**config.mk**
```make
export PLATFORM = sky130hd
export DESIGN_NAME = pwm_seq_ctrl
export DESIGN_NICKNAME = d
export VERILOG_FILES = /design/src/rtl/pwm_seq_ctrl.sv
export SDC_FILE = /design/constraint.sdc
export NUM_CORES = 1
export LEC_CHECK = 0
export ABC_AREA = 1
export BUFFER_PORTS_ARGS = -buffer_cell sky130_fd_sc_hd__clkbuf_2
export CORE_ASPECT_RATIO = 1.5
export CORE_MARGIN = 8
export CORE_UTILIZATION = 35
export DETAILED_ROUTE_END_ITERATION = 10
export GPL_TIMING_DRIVEN = 1
export PLACE_DENSITY = 0.6
export SLEW_MARGIN = 20
export SYNTH_ARGS = -nofsm -noshare
export SYNTH_HDL_FRONTEND = slang
export SYNTH_SLANG_ARGS = --single-unit
```
**constraint.sdc**
```tcl
create_clock -name clk -period 2.9 [get_ports clk]
set_input_delay 0.29 -clock clk [delete_from_list [all_inputs] [get_ports clk]]
set_output_delay 0.29 -clock clk [all_outputs]
set_load 0.01 [all_outputs]
```
**src/rtl/pwm_seq_ctrl.sv**
```systemverilog
// pwm_seq_ctrl: drives the combination-lock status LED.
// A free-running PWM counter sets the LED duty in eighths. A small FSM plays
// a brightness ramp after a correct code and a blink pattern after a wrong one.
// All outputs are registered. The FSM holds a 12.5% standby glow while idle.
module pwm_seq_ctrl #(
    parameter int CNT_W       = 12,
    parameter int TICK_CYCLES = 25000000,
    parameter int NUM_BLINKS  = 3
) (
    input  logic       clk,
    input  logic       reset,
    input  logic       ok_req,
    input  logic       fail_req,
    output logic       led_pwm,
    output logic [3:0] duty_level,
    output logic       busy,
    output logic       done
);

    localparam int TICK_W = $clog2(TICK_CYCLES);
    localparam int STEP_W = $clog2(2 * NUM_BLINKS + 4) + 1;

    localparam logic [TICK_W-1:0] TICK_LAST = TICK_W'(TICK_CYCLES - 1);
    localparam logic [STEP_W-1:0] FAIL_LAST = STEP_W'(2 * NUM_BLINKS - 1);
    // The ramp ends on the 4th tick spent at full brightness.
    localparam logic [STEP_W-1:0] HOLD_LAST = STEP_W'(3);

    localparam logic [3:0] DUTY_IDLE = 4'd1;
    localparam logic [3:0] DUTY_RAMP = 4'd2;
    localparam logic [3:0] DUTY_FULL = 4'd8;
    localparam logic [3:0] DUTY_OFF  = 4'd0;

    typedef enum logic [1:0] {
        ST_IDLE       = 2'd0,
        ST_OK_RAMP    = 2'd1,
        ST_FAIL_BLINK = 2'd2
    } state_t;

    state_t            state_q, state_d;
    logic [CNT_W-1:0]  cnt_q, cnt_d;
    logic [TICK_W-1:0] tick_cnt_q, tick_cnt_d;
    logic [STEP_W-1:0] step_cnt_q, step_cnt_d;
    logic [3:0]        duty_level_q, duty_level_d;
    logic              led_pwm_q, led_pwm_d;
    logic              busy_q, busy_d;
    logic              done_q, done_d;
    logic              tick_s;

    // Sequence step strobe: fires once every TICK_CYCLES cycles while a sequence runs.
    always_comb begin
        tick_s = (state_q != ST_IDLE) && (tick_cnt_q == TICK_LAST);
    end

    // State register.
    always_ff @(posedge clk) begin
        if (reset) begin
            state_q <= ST_IDLE;
        end else begin
            state_q <= state_d;
        end
    end

    // Next-state logic; fail has priority over ok, and requests only matter in IDLE.
    always_comb begin
        state_d = state_q;
        case (state_q)
            ST_IDLE: begin
                if (fail_req) begin
                    state_d = ST_FAIL_BLINK;
                end else if (ok_req) begin
                    state_d = ST_OK_RAMP;
                end else begin
                    state_d = ST_IDLE;
                end
            end
            ST_OK_RAMP: begin
                if (tick_s && (duty_level_q == DUTY_FULL) && (step_cnt_q == HOLD_LAST)) begin
                    state_d = ST_IDLE;
                end else begin
                    state_d = ST_OK_RAMP;
                end
            end
            ST_FAIL_BLINK: begin
                if (tick_s && (step_cnt_q == FAIL_LAST)) begin
                    state_d = ST_IDLE;
                end else begin
                    state_d = ST_FAIL_BLINK;
                end
            end
            default: begin
                state_d = ST_IDLE;
            end
        endcase
    end

    // Counters: PWM free-runs; tick and step counters sit at zero in IDLE so each sequence starts clean.
    always_comb begin
        cnt_d      = cnt_q + {{(CNT_W-1){1'b0}}, 1'b1};
        tick_cnt_d = {TICK_W{1'b0}};
        step_cnt_d = step_cnt_q;
        if (state_q == ST_IDLE) begin
            tick_cnt_d = {TICK_W{1'b0}};
            step_cnt_d = {STEP_W{1'b0}};
        end else if (tick_s) begin
            tick_cnt_d = {TICK_W{1'b0}};
            if ((state_q == ST_FAIL_BLINK) || (duty_level_q == DUTY_FULL)) begin
                step_cnt_d = step_cnt_q + {{(STEP_W-1){1'b0}}, 1'b1};
            end else begin
                step_cnt_d = step_cnt_q;
            end
        end else begin
            tick_cnt_d = tick_cnt_q + {{(TICK_W-1){1'b0}}, 1'b1};
            step_cnt_d = step_cnt_q;
        end
    end

    // Output logic: next duty, busy, done and PWM values, all registered below.
    always_comb begin
        duty_level_d = duty_level_q;
        led_pwm_d    = ({1'b0, cnt_q[CNT_W-1 -: 3]} < duty_level_q);
        busy_d       = (state_d != ST_IDLE);
        done_d       = (state_q != ST_IDLE) && (state_d == ST_IDLE);
        case (state_q)
            ST_IDLE: begin
                if (state_d == ST_FAIL_BLINK) begin
                    duty_level_d = DUTY_FULL;
                end else if (state_d == ST_OK_RAMP) begin
                    duty_level_d = DUTY_RAMP;
                end else begin
                    duty_level_d = DUTY_IDLE;
                end
            end
            ST_OK_RAMP: begin
                if (state_d == ST_IDLE) begin
                    duty_level_d = DUTY_IDLE;
                end else if (tick_s && (duty_level_q < DUTY_FULL)) begin
                    duty_level_d = duty_level_q + 4'd1;
                end else begin
                    duty_level_d = duty_level_q;
                end
            end
            ST_FAIL_BLINK: begin
                if (state_d == ST_IDLE) begin
                    duty_level_d = DUTY_IDLE;
                end else if (tick_s) begin
                    duty_level_d = (duty_level_q == DUTY_FULL) ? DUTY_OFF : DUTY_FULL;
                end else begin
                    duty_level_d = duty_level_q;
                end
            end
            default: begin
                duty_level_d = DUTY_IDLE;
            end
        endcase
    end

    // Datapath and output registers.
    always_ff @(posedge clk) begin
        if (reset) begin
            cnt_q        <= {CNT_W{1'b0}};
            tick_cnt_q   <= {TICK_W{1'b0}};
            step_cnt_q   <= {STEP_W{1'b0}};
            duty_level_q <= DUTY_IDLE;
            led_pwm_q    <= 1'b0;
            busy_q       <= 1'b0;
            done_q       <= 1'b0;
        end else begin
            cnt_q        <= cnt_d;
            tick_cnt_q   <= tick_cnt_d;
            step_cnt_q   <= step_cnt_d;
            duty_level_q <= duty_level_d;
            led_pwm_q    <= led_pwm_d;
            busy_q       <= busy_d;
            done_q       <= done_d;
        end
    end

    assign led_pwm    = led_pwm_q;
    assign duty_level = duty_level_q;
    assign busy       = busy_q;
    assign done       = done_q;

endmodule
```
==> Word level (Yosys, flattened, before mapping) <==
Cells that the tools add are included.
{ "word_totals": {"reg_bits": 51, "inputBits": 4} }
{ "classes": {"n_eq_ne": 10, "n_reduce_logical": 15, "add_sub_neg": 4, "n_mux": 13, "n_lt_le_gt_ge": 2} }
{ "op_table": {"columns": ["operator", "count"], "rows": [
  ["adder 25 x 1 -> 25 bit, second input constant", 1],
  ["equality test 25 bit, second input constant", 1],
  ["two-way mux 4 bit", 6],
  ["adder 12 x 1 -> 12 bit, second input constant", 1],
  ["one-hot mux 4 bit (3 select lines)", 1],
  ["logical AND 1 bit", 6],
  ["two-way mux 2 bit", 3],
  ["one-hot mux 2 bit (3 select lines)", 1],
  ["adder 5 x 1 -> 5 bit, second input constant", 1],
  ["equality test 5 x 2 -> 1 bit, second input constant", 1],
  ["equality test 5 x 3 -> 1 bit, second input constant", 1],
  ["adder 4 x 1 -> 4 bit, second input constant", 1],
  ["equality test 2 x 1 -> 1 bit, second input constant", 2],
  ["equality test 2 bit, second input constant", 2],
  ["equality test 4 bit, second input constant", 1],
  ["zero test 2 bit", 2],
  ["< comparator 3 x 4 -> 1 bit", 1],
  ["< comparator 4 bit, second input constant", 1],
  ["AND reduction 2 bit", 2],
  ["nonzero test 2 bit", 2],
  ["!= test 3 x 2 -> 1 bit, second input constant", 1],
  ["!= test 3 bit, second input constant", 1],
  ["OR reduction 3 bit", 1],
  ["two-way mux 1 bit", 2],
  ["2 further kinds", 2]
]} }

==> Logic depth before layout (Yosys ltp) <==
{ "logic_depth": {"word_depth": 10, "ltp_mapped": 17} }

==> Worst setup path before layout <==
Ideal clock, no wire load.
{ "synth_timing": {"path_type": "flip-flop to flip-flop", "from": "register tick_cnt_q[0]", "to": "register duty_level_q[0] (netlist: duty_level[0])", "setup_time_ns": 0.123, "slack_ns": 0.787, "required_ns": 2.777, "path_stages_with_launch": 18, "t_arrival_ns": 1.990, "path_buffers": 0, "path_cell_list": "dfxtp_1 ha_1 nand2_2 nor2_4 nand2_2 nor2_4 nand2_2 o21ai_2 nand2_2 inv_2 ha_1 inv_1 nand2_1 a21oi_1 nand2_2 inv_2 nand2_1 nand3_1"} }
{ "synth_via": {"word_cells_on_any_way": 20, "cone_classes": "eq/ne: 5; mux: 8; reduce/logical: 7"} }
{ "synth_lines": {"columns": ["item", "line_no", "source"], "rows": [
  ["start, declared", "41", "logic [TICK_W-1:0] tick_cnt_q, tick_cnt_d;"],
  ["start signal, assigned", "161", "tick_cnt_q <= {TICK_W{1'b0}};"],
  ["start signal, assigned", "169", "tick_cnt_q <= tick_cnt_d;"],
  ["equality test 25 bit (*)", "51", "tick_s = (state_q != ST_IDLE) && (tick_cnt_q == TICK_LAST);"],
  ["logical AND 1 bit (*)", "51", null],
  ["logical AND 1 bit (*)", "84", "if (tick_s && (step_cnt_q == FAIL_LAST)) begin"],
  ["two-way mux 2 bit (*)", "84", null],
  ["one-hot mux 2 bit (3 select lines) (*)", "66", "case (state_q)"],
  ["named net state_d[1]", "39", "state_t state_q, state_d;"],
  ["equality test 2 x 1 -> 1 bit", "127", "end else if (state_d == ST_OK_RAMP) begin"],
  ["two-way mux 2 bit", "127", null],
  ["two-way mux 4 bit", "125", "if (state_d == ST_FAIL_BLINK) begin"],
  ["one-hot mux 4 bit (3 select lines)", "123", "case (state_q)"],
  ["end signal, assigned", "171", "duty_level_q <= duty_level_d;"],
  ["end, declared", "43", "logic [3:0] duty_level_q, duty_level_d;"]
]} }
Mark *: on every way through the listed nets, which the timed path passes. The rest lies on a longest branch.
A chain may end at the register's enable or synchronous reset.

==> Worst setup path after layout <==
{ "layout_timing": {"from": "register tick_cnt_q[0]", "to": "register duty_level_q[3] (netlist: duty_level[3])"} }
{ "layout_via": {"word_cells_on_any_way": 18, "cone_classes": "eq/ne: 4; mux: 7; reduce/logical: 7"} }
{ "layout_lines": {"columns": ["item", "line_no"], "rows": [
  ["equality test 25 bit (*)", "51"],
  ["logical AND 1 bit (*)", "51"],
  ["logical AND 1 bit (*)", "84"],
  ["two-way mux 2 bit (*)", "84"],
  ["one-hot mux 2 bit (3 select lines) (*)", "66"],
  ["named net state_d[1]", "39"],
  ["equality test 2 bit or zero test 2 bit (tied branches)", "125, 134, 143"],
  ["two-way mux 4 bit (tied with other cells)", "125"],
  ["one-hot mux 4 bit (3 select lines) or AND reduction 2 bit (tied branches)", null]
]} }
Marked as above.

==> metrics <==
CP max stage cell dfxtp_1; Tcrit/Tclk final 82.0%; CP arrival 2.57 ns; Gate Count Post-Synth 413; max cap viols 0; worst min-delay path class primary input to flop; Place WS 0.517 ns; fmax 0.421 GHz; Max Slew Vio Count 0; Final ANT Viol Nets 0; kind of end point of the critical path flop; synth unique cells 32; WP data required 3.09 ns; flop-to-flop setup slack 0.52 ns; core area 0.00796 mm2; Setup Skew 0.00847 ns; Synth warnings 0; Final Critical Period 2.38 ns; Initial Util 35.6%; Reg2Reg Depth 17; syn nets 428; Mapped Avg Cell Area 6.86 um2; H-tree Lvls 2; final hold viol count 0; Clock Pin Slew Worst Setup and Hold Paths 0.07 ns; setup repair after global routing missed its margin false; initial antenna violation count 0; Num CTS Buffers 5; peak supply drop 0.000319 V; crit path buf inv count 3; Min-Delay Path Depth 2; R2R Path Start tick_cnt_q[0]$_SDFF_PP0_; Setup TNS 0 ns; DIE AREA 0.0113 mm2; GRT Util Overall 12.1%; placed cell area 0.00299 mm2; final WL 6570 um; Overflow after GRT 0; Seq/Total Area, Yosys 36.0%; Worst path max stage delay 0.41 ns; Top delay family on crit path simple AND/OR/NAND/NOR gates; Vias per Instance 4.92; TritonRoute pass-1 iters 4; die width 89.5 um; Post-CTS Setup Inserts 0; # DRC 0; CP Launch Type flop; post-synthesis instance area 0.00283 mm2; final setup vio count 0; hold_sp reset; Die Ht 126 um; Clock Root Buffer clkbuf_16; largest net degree at the start of global routing 25; CTS Hold Buffers Added 0; initial drt markers 101; cell row count 40; fin nets 442; post-route cell area 0.00316 mm2; Crit. Startpoint tick_cnt_q[0]$_SDFF_PP0_; final worst slack 0.523 ns; Avg WL per Cell 12.3 um; clk_lat worst skew 0.29 ns; Most common cell on crit path nand2_2; slew at the pin closest to its max-slew limit 0.471 ns; vias in the first global route 2520; Max-slew headroom 68.3%; HPWL after DPL 5130 um; ant diodes 0; outcome finished, final reports clean; CTS resizes 0; Vias 2625; WS Path Type flop to flop; crit-path max FO 6; CTS sink cnt 51; Cell Pwr Density 499 mW/mm2; wire length of the first global-routing pass 11000 um; Clock Tree Buf Depth 2; PortBufs 10; CTS tree built; LEAKAGE 0.00111 uW; critical path cell sequence ha_1 -> nand2_2 -> nor2_4 -> nand2_2 -> nor2_4 -> nand2_2 -> o21ai_2 -> nand2_2 -> inv_2 -> ha_1 -> inv_1 -> nand2_1 -> a21oi_1 -> nand2_2 -> inv_2 -> nor2_1 -> nor2_1; R2R Path End duty_level[3]$_SDFFE_PP0P_; hold endpoint duty_level[2]$_SDFFE_PP0P_; routability congestion estimate 0.888; share of layout cells above drive strength 1 11.9%; Area growth syn-to-layout 11.5%; num ports 11; #FFs+latches synth 51
==> power breakdown <==
part | internal, uW | leakage, uW | switching [uW]
registers | 720 | 0.000413 | 24.3
logic | 49.4 | 0.000617 | 97.7
clock network | 410 | 0.0000804 | 275
==> metal layers <==
metal  share of wire (%)  vias up  track usage (%)
met5                   0        -                0
met2                  51       62             20.6
met3                 4.0       23             2.54
met1                  41     1181             13.0
li1                    -     1359                -
met4                 3.8        0             7.28
==> placed cells by master (no fill, tap or decap) <==
cell,n
nor4_1,1
a22o_1,1
nor2_2,3
xnor2_1,2
nand2_1,90
inv_6,1
nor3_2,3
inv_1,50
clkbuf_2,10
o21ai_1,2
o31ai_1,1
clkinvlp_4,1
nor3b_1,3
xor2_1,7
nor2_4,3
nor2_1,67
and3_1,2
nand2_2,5
ha_1,11
nor3_1,13
nand4_1,12
or2_2,1
dfxtp_1,51
a21oi_2,9
nand2_4,1
o211ai_1,1
bufinv_16,1
o21ai_0,10
o21ai_2,1
nand3b_1,4
clkbuf_16,5
inv_2,6
a21oi_1,19
nand3_2,1
nand3_1,30
==> cells by family (layout without fill, tap and decap cells) <==
group / after synthesis / count (layout) / synth area share, %
buffers and inverters: 59 / 74 / 8.35
xor gates and xnor gates: 9 / 9 / 2.78
DFF: 51 / 51 / 36.0
AOI/OAI and AO/OA: 44 / 44 / 9.41
adders and majority gates: 11 / 11 / 4.86
and+or+nand+nor: 239 / 239 / 38.6
==> layout make-up <==
cell class	count	area [um2]
clock buffer	5	125
fill	828	4800
timing repair buffer	10	50.0
tap	105	131
sequential	51	1020
inverter	56	210
multi-input combinational	303	1580
clock inverter	3	46.3
==> Yosys cell counts <==
master    count  area [um2]
o211ai_1      1        7.51
nor3b_1       3        22.5
nand3_1      30         150
nand3_2       1        10.0
xor2_1        7        61.3
buf_6         2        22.5
nand2_4       1        11.3
a22o_1        1        8.76
o31ai_1       1        7.51
nor3_2        3        30.0
buf_1         1        3.75
nor2_4        3        33.8
ha_1         11         138
nor2_2        3        18.8
nor4_1        1        6.26
nor2_1       67         251
and3_1        2        12.5
a21oi_2       9        78.8
o21ai_2       1        8.76
nand2_1      90         338
xnor2_1       2        17.5
inv_1        50         188
nand2_2       5        31.3
o21ai_0      10        50.1
a21oi_1      19        95.1
inv_2         6        22.5
dfxtp_1      51        1020
or2_2         1        6.26
nand4_1      12        75.1
nand3b_1      4        30.0
nor3_1       13        65.1
o21ai_1       2        10.0
==> flip-flops by register name (all words and copies together), names as in the netlist <==
register and flops:
cnt_q 12, done 1, tick_cnt_q 25, duty_level 4, step_cnt_q 5, led_pwm 1, busy 1, state_q 2
==> worst register-to-register path: cells and delay by family, from the launching register on <==
family / cells / cell delay [ns]
flops: 1 / 0.41
buf+inv: 3 / 0.21
fa+ha+maj: 2 / 0.49
compound gates: 2 / 0.20
simple gates: 10 / 0.97
==> worst max-delay path by stage <==
stage                                 end  slack, ns  cells after the start
5_1_grt        duty_level[3]$_SDFFE_PP0P_       0.27                     17
2_1_floorplan  duty_level[0]$_SDFFE_PP1P_       0.79                     17
3_5_place_dp   duty_level[3]$_SDFFE_PP0P_       0.52                     17
3_3_place_gp   duty_level[3]$_SDFFE_PP0P_       0.64                     17
4_1_cts        duty_level[3]$_SDFFE_PP0P_       0.51                     17
6_report       duty_level[3]$_SDFFE_PP0P_       0.52                     17
==> metrics by stage <==
step / util, % / hold slack (ns) / std cells / power [uW]
finish: 39.7 / 0.353 / 533 / 1580
global route: 39.7 / 0.382 / 533 / 1650
CTS: 39.7 / 0.361 / 533 / 1600
detailed placement: 37.5 / 0.445 / 525 / 909
global placement: 37.5 / 0.437 / 525 / 906
floorplan: - / 0.366 / 413 / 866
Power figures use the tool's default switching activity.
